### src/rtl/switch_pkg.sv
`default_nettype none
// ============================================================================
//  Package  : switch_pkg
//  Purpose  : Shared definitions for the packet switch: scheduler state
//             encoding and the header length field position and width.
//  Revision : 1.0  initial release
// ============================================================================
package switch_pkg;

  // Output scheduler states
  typedef enum logic [1:0] {
    ST_IDLE = 2'd0,
    ST_HDR  = 2'd1,
    ST_BODY = 2'd2
  } state_e;

  // Header word: payload length L lives in bits [HDR_LEN_LSB +: HDR_LEN_W]
  localparam int HDR_LEN_LSB = 0;
  localparam int HDR_LEN_W   = 4;

endpackage
`default_nettype wire

### src/rtl/rr_arbiter.sv
`default_nettype none
// ============================================================================
//  Module   : rr_arbiter
//  Purpose  : Combinational rotate-priority arbiter. The search starts at
//             last_grant+1 and wraps modulo NPORT, so the previous winner has
//             the lowest priority.
//  Revision : 1.0  initial release
// ============================================================================
module rr_arbiter
  import switch_pkg::*;
#(
  parameter int NPORT = 4,
  parameter int PW    = 2
) (
  input  logic [NPORT-1:0] req,
  input  logic [PW-1:0]    last_grant,
  output logic [PW-1:0]    grant,
  output logic             any_req
);

  logic [31:0] idx;

  // Scan from the farthest candidate down to the nearest so the nearest
  // requester after last_grant is the final (winning) assignment.
  always_comb begin
    grant   = '0;
    idx     = '0;
    any_req = |req;
    for (int k = NPORT; k >= 1; k--) begin
      idx = (32'(last_grant) + 32'(k)) % 32'(NPORT);
      if (req[idx[PW-1:0]]) begin
        grant = idx[PW-1:0];
      end
    end
  end

endmodule
`default_nettype wire

### src/rtl/switch_out_sched.sv
`default_nettype none
// ============================================================================
//  Module   : switch_out_sched
//  Purpose  : Output-port scheduler. Picks a non-empty input queue round-robin,
//             drains one whole packet (header + L payload words) from it and
//             forwards it as a framed (sop/eop) word stream.
//  Revision : 1.0  initial release
// ============================================================================
module switch_out_sched
  import switch_pkg::*;
#(
  parameter int NPORT = 4,
  parameter int DATA  = 8,
  parameter int LEN_W = HDR_LEN_W,
  parameter int PW    = 2
) (
  input  logic                  clk,
  input  logic                  rst,
  input  logic [NPORT-1:0]      q_empty,
  output logic [NPORT-1:0]      q_read_req,
  input  logic [NPORT*DATA-1:0] q_read_data,
  input  logic [NPORT-1:0]      q_read_valid,
  input  logic                  out_afull,
  output logic [DATA-1:0]       out_data,
  output logic                  out_valid,
  output logic                  out_sop,
  output logic                  out_eop,
  output logic [PW-1:0]         out_port,
  output logic                  busy,
  output logic                  proto_err
);

  // Counters hold up to 2^LEN_W without wrapping
  localparam int             CW       = LEN_W + 1;
  localparam logic [PW-1:0]  LAST_RST = PW'(NPORT - 1);

  state_e            state_q, state_d;
  logic [PW-1:0]     grant_q, grant_d;
  logic [PW-1:0]     last_grant_q, last_grant_d;
  logic [CW-1:0]     req_left_q, req_left_d;
  logic [CW-1:0]     rx_left_q, rx_left_d;
  logic [DATA-1:0]   out_data_q, out_data_d;
  logic              out_valid_q, out_valid_d;
  logic              out_sop_q, out_sop_d;
  logic              out_eop_q, out_eop_d;
  logic [PW-1:0]     out_port_q, out_port_d;
  logic              proto_err_q, proto_err_d;

  logic [PW-1:0]     arb_grant;
  logic              arb_any;
  logic              issue;
  logic              accept;
  logic              stray;
  logic [NPORT-1:0]  grant_mask;
  logic [DATA-1:0]   word;
  logic [CW-1:0]     hdr_len;

  rr_arbiter #(
    .NPORT (NPORT),
    .PW    (PW)
  ) u_arb (
    .req        (~q_empty),
    .last_grant (last_grant_q),
    .grant      (arb_grant),
    .any_req    (arb_any)
  );

  // A read goes out only while words remain to request, the granted queue has
  // data and the downstream FIFO can absorb the word already in flight.
  assign issue      = (state_q != ST_IDLE) && (req_left_q != '0) &&
                      !q_empty[grant_q] && !out_afull;
  assign grant_mask = NPORT'(1) << grant_q;
  assign word       = q_read_data[grant_q*DATA +: DATA];
  assign hdr_len    = {1'b0, word[HDR_LEN_LSB +: LEN_W]};
  // rx_left is zero outside a packet, so this also rejects returns in IDLE
  assign accept     = q_read_valid[grant_q] && (rx_left_q != '0);
  assign stray      = ((q_read_valid & ~grant_mask) != '0) ||
                      (q_read_valid[grant_q] && !accept);

  // Read request decode: only the granted queue may be requested
  always_comb begin
    q_read_req          = '0;
    q_read_req[grant_q] = issue;
  end

  // Next-state, counter and output-register computation
  always_comb begin
    state_d      = state_q;
    grant_d      = grant_q;
    last_grant_d = last_grant_q;
    req_left_d   = req_left_q;
    rx_left_d    = rx_left_q;
    out_data_d   = '0;
    out_valid_d  = 1'b0;
    out_sop_d    = 1'b0;
    out_eop_d    = 1'b0;
    out_port_d   = '0;
    proto_err_d  = proto_err_q | stray;

    if (accept) begin
      out_valid_d = 1'b1;
      out_data_d  = word;
      out_port_d  = grant_q;
    end

    case (state_q)
      ST_IDLE: begin
        if (arb_any) begin
          grant_d    = arb_grant;
          req_left_d = CW'(1);
          rx_left_d  = CW'(1);
          state_d    = ST_HDR;
        end
      end
      ST_HDR: begin
        if (issue) begin
          req_left_d = req_left_q - CW'(1);
        end
        if (accept) begin
          out_sop_d = 1'b1;
          if (hdr_len == '0) begin
            out_eop_d    = 1'b1;
            rx_left_d    = '0;
            last_grant_d = grant_q;
            state_d      = ST_IDLE;
          end else begin
            req_left_d = hdr_len;
            rx_left_d  = hdr_len;
            state_d    = ST_BODY;
          end
        end
      end
      ST_BODY: begin
        if (issue) begin
          req_left_d = req_left_q - CW'(1);
        end
        if (accept) begin
          rx_left_d = rx_left_q - CW'(1);
          if (rx_left_q == CW'(1)) begin
            out_eop_d    = 1'b1;
            last_grant_d = grant_q;
            state_d      = ST_IDLE;
          end
        end
      end
      default: begin
        state_d = ST_IDLE;
      end
    endcase
  end

  // State and output registers; reset abandons any packet in progress
  always_ff @(posedge clk) begin
    if (!rst) begin
      state_q      <= ST_IDLE;
      grant_q      <= '0;
      last_grant_q <= LAST_RST;
      req_left_q   <= '0;
      rx_left_q    <= '0;
      out_data_q   <= '0;
      out_valid_q  <= 1'b0;
      out_sop_q    <= 1'b0;
      out_eop_q    <= 1'b0;
      out_port_q   <= '0;
      proto_err_q  <= 1'b0;
    end else begin
      state_q      <= state_d;
      grant_q      <= grant_d;
      last_grant_q <= last_grant_d;
      req_left_q   <= req_left_d;
      rx_left_q    <= rx_left_d;
      out_data_q   <= out_data_d;
      out_valid_q  <= out_valid_d;
      out_sop_q    <= out_sop_d;
      out_eop_q    <= out_eop_d;
      out_port_q   <= out_port_d;
      proto_err_q  <= proto_err_d;
    end
  end

  assign out_data  = out_data_q;
  assign out_valid = out_valid_q;
  assign out_sop   = out_sop_q;
  assign out_eop   = out_eop_q;
  assign out_port  = out_port_q;
  assign busy      = (state_q != ST_IDLE);
  assign proto_err = proto_err_q;

endmodule
`default_nettype wire

### config.mk
export PLATFORM = sky130hd
export DESIGN_NAME = switch_out_sched
export DESIGN_NICKNAME = d
export VERILOG_FILES = /design/src/rtl/switch_pkg.sv /design/src/rtl/rr_arbiter.sv /design/src/rtl/switch_out_sched.sv
export SDC_FILE = /design/constraint.sdc
export NUM_CORES = 1
export LEC_CHECK = 0
export ABC_AREA = 1
export CORE_MARGIN = 1.5
export CORE_UTILIZATION = 34
export DETAILED_ROUTE_END_ITERATION = 16
export PLACE_DENSITY = 0.61
export SYNTH_ARGS = -nofsm -noshare
export SYNTH_HDL_FRONTEND = slang
export SYNTH_SLANG_ARGS = --single-unit
### constraint.sdc
create_clock -name clk -period 1.6 [get_ports clk]
set_input_delay 0.24 -clock clk [delete_from_list [all_inputs] [get_ports clk]]
set_output_delay 0.24 -clock clk [all_outputs]
set_load 0.03 [all_outputs]
==> results.ini <==
[synth]
netlist_area_um2 = 2170
ys_top_cells_by_area = dfxtp_1, nand2_1, inv_1
synth_cell_type_count = 34
ys_seq_area_share_pct = 27.7
syn_avg_cell_area_um2 = 6.45
synth_commonest_cells = nand2_1, inv_1, dfxtp_1, nor2_1, nand3_1
synth_top_cell_area_share_pct = 27.7
synth_seq_cells = 30
synth_fp_nets = 387
yosysTopAreaCell = dfxtp_1
async_flop_share_pct = 0
yosys_warnings = 0
post-synth-top-count-cell = nand2_1
synth-edff-count = 0
syn_inst = 336
yosys_most_used_dff = dfxtp_1

[pwr]
p_total_mw = 6.67
ir_drop_uv = 940
cellLeakagePower_nw = 1.66
pwr_density_cell_nw_per_um2 = 1820

[grt]
grt_first_pass_wirelength_um = 11700
grt_use_total_pct = 20.7
grt_max_degree = 12
antenna_found_initial = 0
gr-total-overflow = 0
grt_pass1_vias = 2553

[sta]
fmax_ghz = 0.585
clock_skew_ps = 6.12
drv_slew = 0
hold_violations = 0
setup_viol = 18
period_share_pct = 107
layout_min_cycle_time_ps = 1710
setup_slack_ps = -109
tightest_slew_ps = 357
maxSlewHeadroom_pct = 76.1
timing.hold.ws_ps = 483
rsz0062_at_grt = yes

[clock_tree]
htreeDepth = 2
cts_sinks = 30
clk_latency_ps = 280
tritoncts = yes
clock_path_buffers = 2
cts_root_buffer = clkbuf_8
cts_buffers = 5
cts.clk_slew.worst_paths_ps = 70
hold_buffers = 0

[drt]
vias = 2546
wirelength_um = 6950
ant_nets = 0
drt-initial-drc-count = 96
drcViolationCount = 0
routedWlPerCell_um = 13.2
vias_per_cell = 4.84
dr.pass1.iters = 4

[place]
hpwl_um = 5070
port_buffers = 61
gp_congestion = 0.868

[worst_setup_path]
worstPathArrival_ps = 1880
path_common_cell = nand2_4
critical_path.max_fanout = 6
reg2reg_setup_slack_ps = -110
ff2ff_path_depth = 12
cp_cell_sequence = buf_12 -> nand2_4 -> o21ai_4 -> nor2_4 -> nor2_8 -> inv_4 -> nand2_4 -> nand2_4 -> inv_4 -> o21ai_4 -> a21oi_2 -> nor2_1
r2r_start = grant_q[0]$_SDFFE_PN0P_
r2r-end = state_q[1]$_SDFFE_PN0P_
slowest_stage = dfxtp_4
end_kind = flop
start_kind = flop
crit_type = reg -> reg
critPathMaxStageDelay_ps = 480
crit_required_ps = 1770

[final_layout]
area_growth_syn_to_layout_pct = 68.6
nets = 502
diodes = 0
fin_util_pct = 60.7
drive_gt1_share_pct = 35.5

[min_path]
hold_depth = 2
min_path_type = reg -> reg
hold-path-endpoint = req_left_q[4]$_SDFFE_PN0P_
hp-start = req_left_q[4]$_SDFFE_PN0P_

[die]
die_w_um = 82.9
die_h_um = 82.9
rows = 28
start_util_pct = 36.0
core_um2 = 6030
dieArea_um2 = 6870
ioPinCount = 62

[job]
maxCapViolCount = 0

[outcome]
status = finished with violations
violations = negative setup slack

worst max path at each step:
stage,to,start
2_1_floorplan,q_read_req[0],state_q[0]$_SDFFE_PN0P_
3_3_place_gp,rx_left_q[4]$_SDFFE_PN0P_,q_read_valid[1]
3_5_place_dp,grant_q[0]$_SDFFE_PN0P_,q_empty[2]
4_1_cts,q_read_req[3],req_left_q[0]$_SDFFE_PN0P_
5_1_grt,q_read_req[3],grant_q[0]$_SDFFE_PN0P_
6_report,state_q[1]$_SDFFE_PN0P_,grant_q[0]$_SDFFE_PN0P_
where the power goes:
group          switching, mW  internal, mW  total (mW)
Combinational           2.69          2.08        4.77
Clock                  0.304         0.498       0.802
Sequential             0.143         0.954        1.10
metal layers:
layer | vias up | global-route usage (%) | part of all wire (%)
met4 | 0 | 3.64 | 0.79
met3 | 6 | 4.08 | 4.2
met2 | 65 | 38.4 | 51
met1 | 1182 | 24.8 | 44
met5 | - | 0 | 0
li1 | 1293 | - | -
placed cells by master, fill, tap and decap left out, types with 5 or more instances in the layout:
cell / n
nor2_1: 20
dfxtp_1: 22
nand3_1: 13
inv_1: 28
inv_2: 12
nor2_4: 7
clkbuf_8: 6
a21oi_2: 8
buf_6: 8
o21ai_1: 8
nand2_4: 7
buf_4: 48
clkdlybuf4s50_1: 56
dfxtp_2: 7
nand2_2: 16
nor2_2: 8
nand2_1: 102
o21ai_0: 5
ha_1: 6
a21oi_1: 11
state kept, by name, summed over array words and instances (netlist names):
signal and cells:
out_port 2, out_sop 1, rx_left_q 5, grant_q 2
req_left_q 5, out_data 8, out_eop 1, out_valid 1
state_q 2, proto_err 1, last_grant_q 2
cell families after synthesis:
logic type | count (synthesis) | share of synthesized area (%)
flip-flops | 30 | 27.7
adder cells (fa/ha/maj) | 8 | 4.62
XOR/XNOR | 4 | 1.62
buffers and inverters | 54 | 11.6
AND/OR/NAND/NOR | 188 | 40.2
AO/OA/AOI/OAI | 52 | 14.3
area by class of cell:
type / instances / area [µm²]
clock buffer: 6 / 82.6
inverter: 47 / 204
fill: 555 / 2370
clock inverter: 1 / 30.0
multi-input combinational: 252 / 1550
tap: 75 / 93.8
sequential: 30 / 613
timing repair buffer: 115 / 1080
metrics by stage:
stage / setup TNS [ps] / worst slack (ps) / cell area (µm²) / cells
floorplan: -325 / -75.0 / 2170 / 336
global placement: -2450 / -164 / 3160 / 510
detailed placement: -2640 / -184 / 3160 / 510
CTS: -1160 / -125 / 3510 / 525
global route: -2480 / -186 / 3650 / 526
finish: -884 / -109 / 3650 / 526
repair_timing:
item | CTS | global route
buffers inserted | 7 | 3
gates cloned | 1 | 0
endpoints found under the setup margin | 16 | 25
pin swaps | 12 | 16
endpoints found under the hold margin | 0 | 0
gates resized for setup | 40 | 43
critical path, delay by kind of cell (launching register included):
family | cells | cell delay (ps)
buffers and inverters | 3 | 290
AOI/OAI and AO/OA | 3 | 360
and+or+nand+nor | 6 | 450
DFF | 1 | 480
Note: power is estimated with default switching activity, not from simulation.
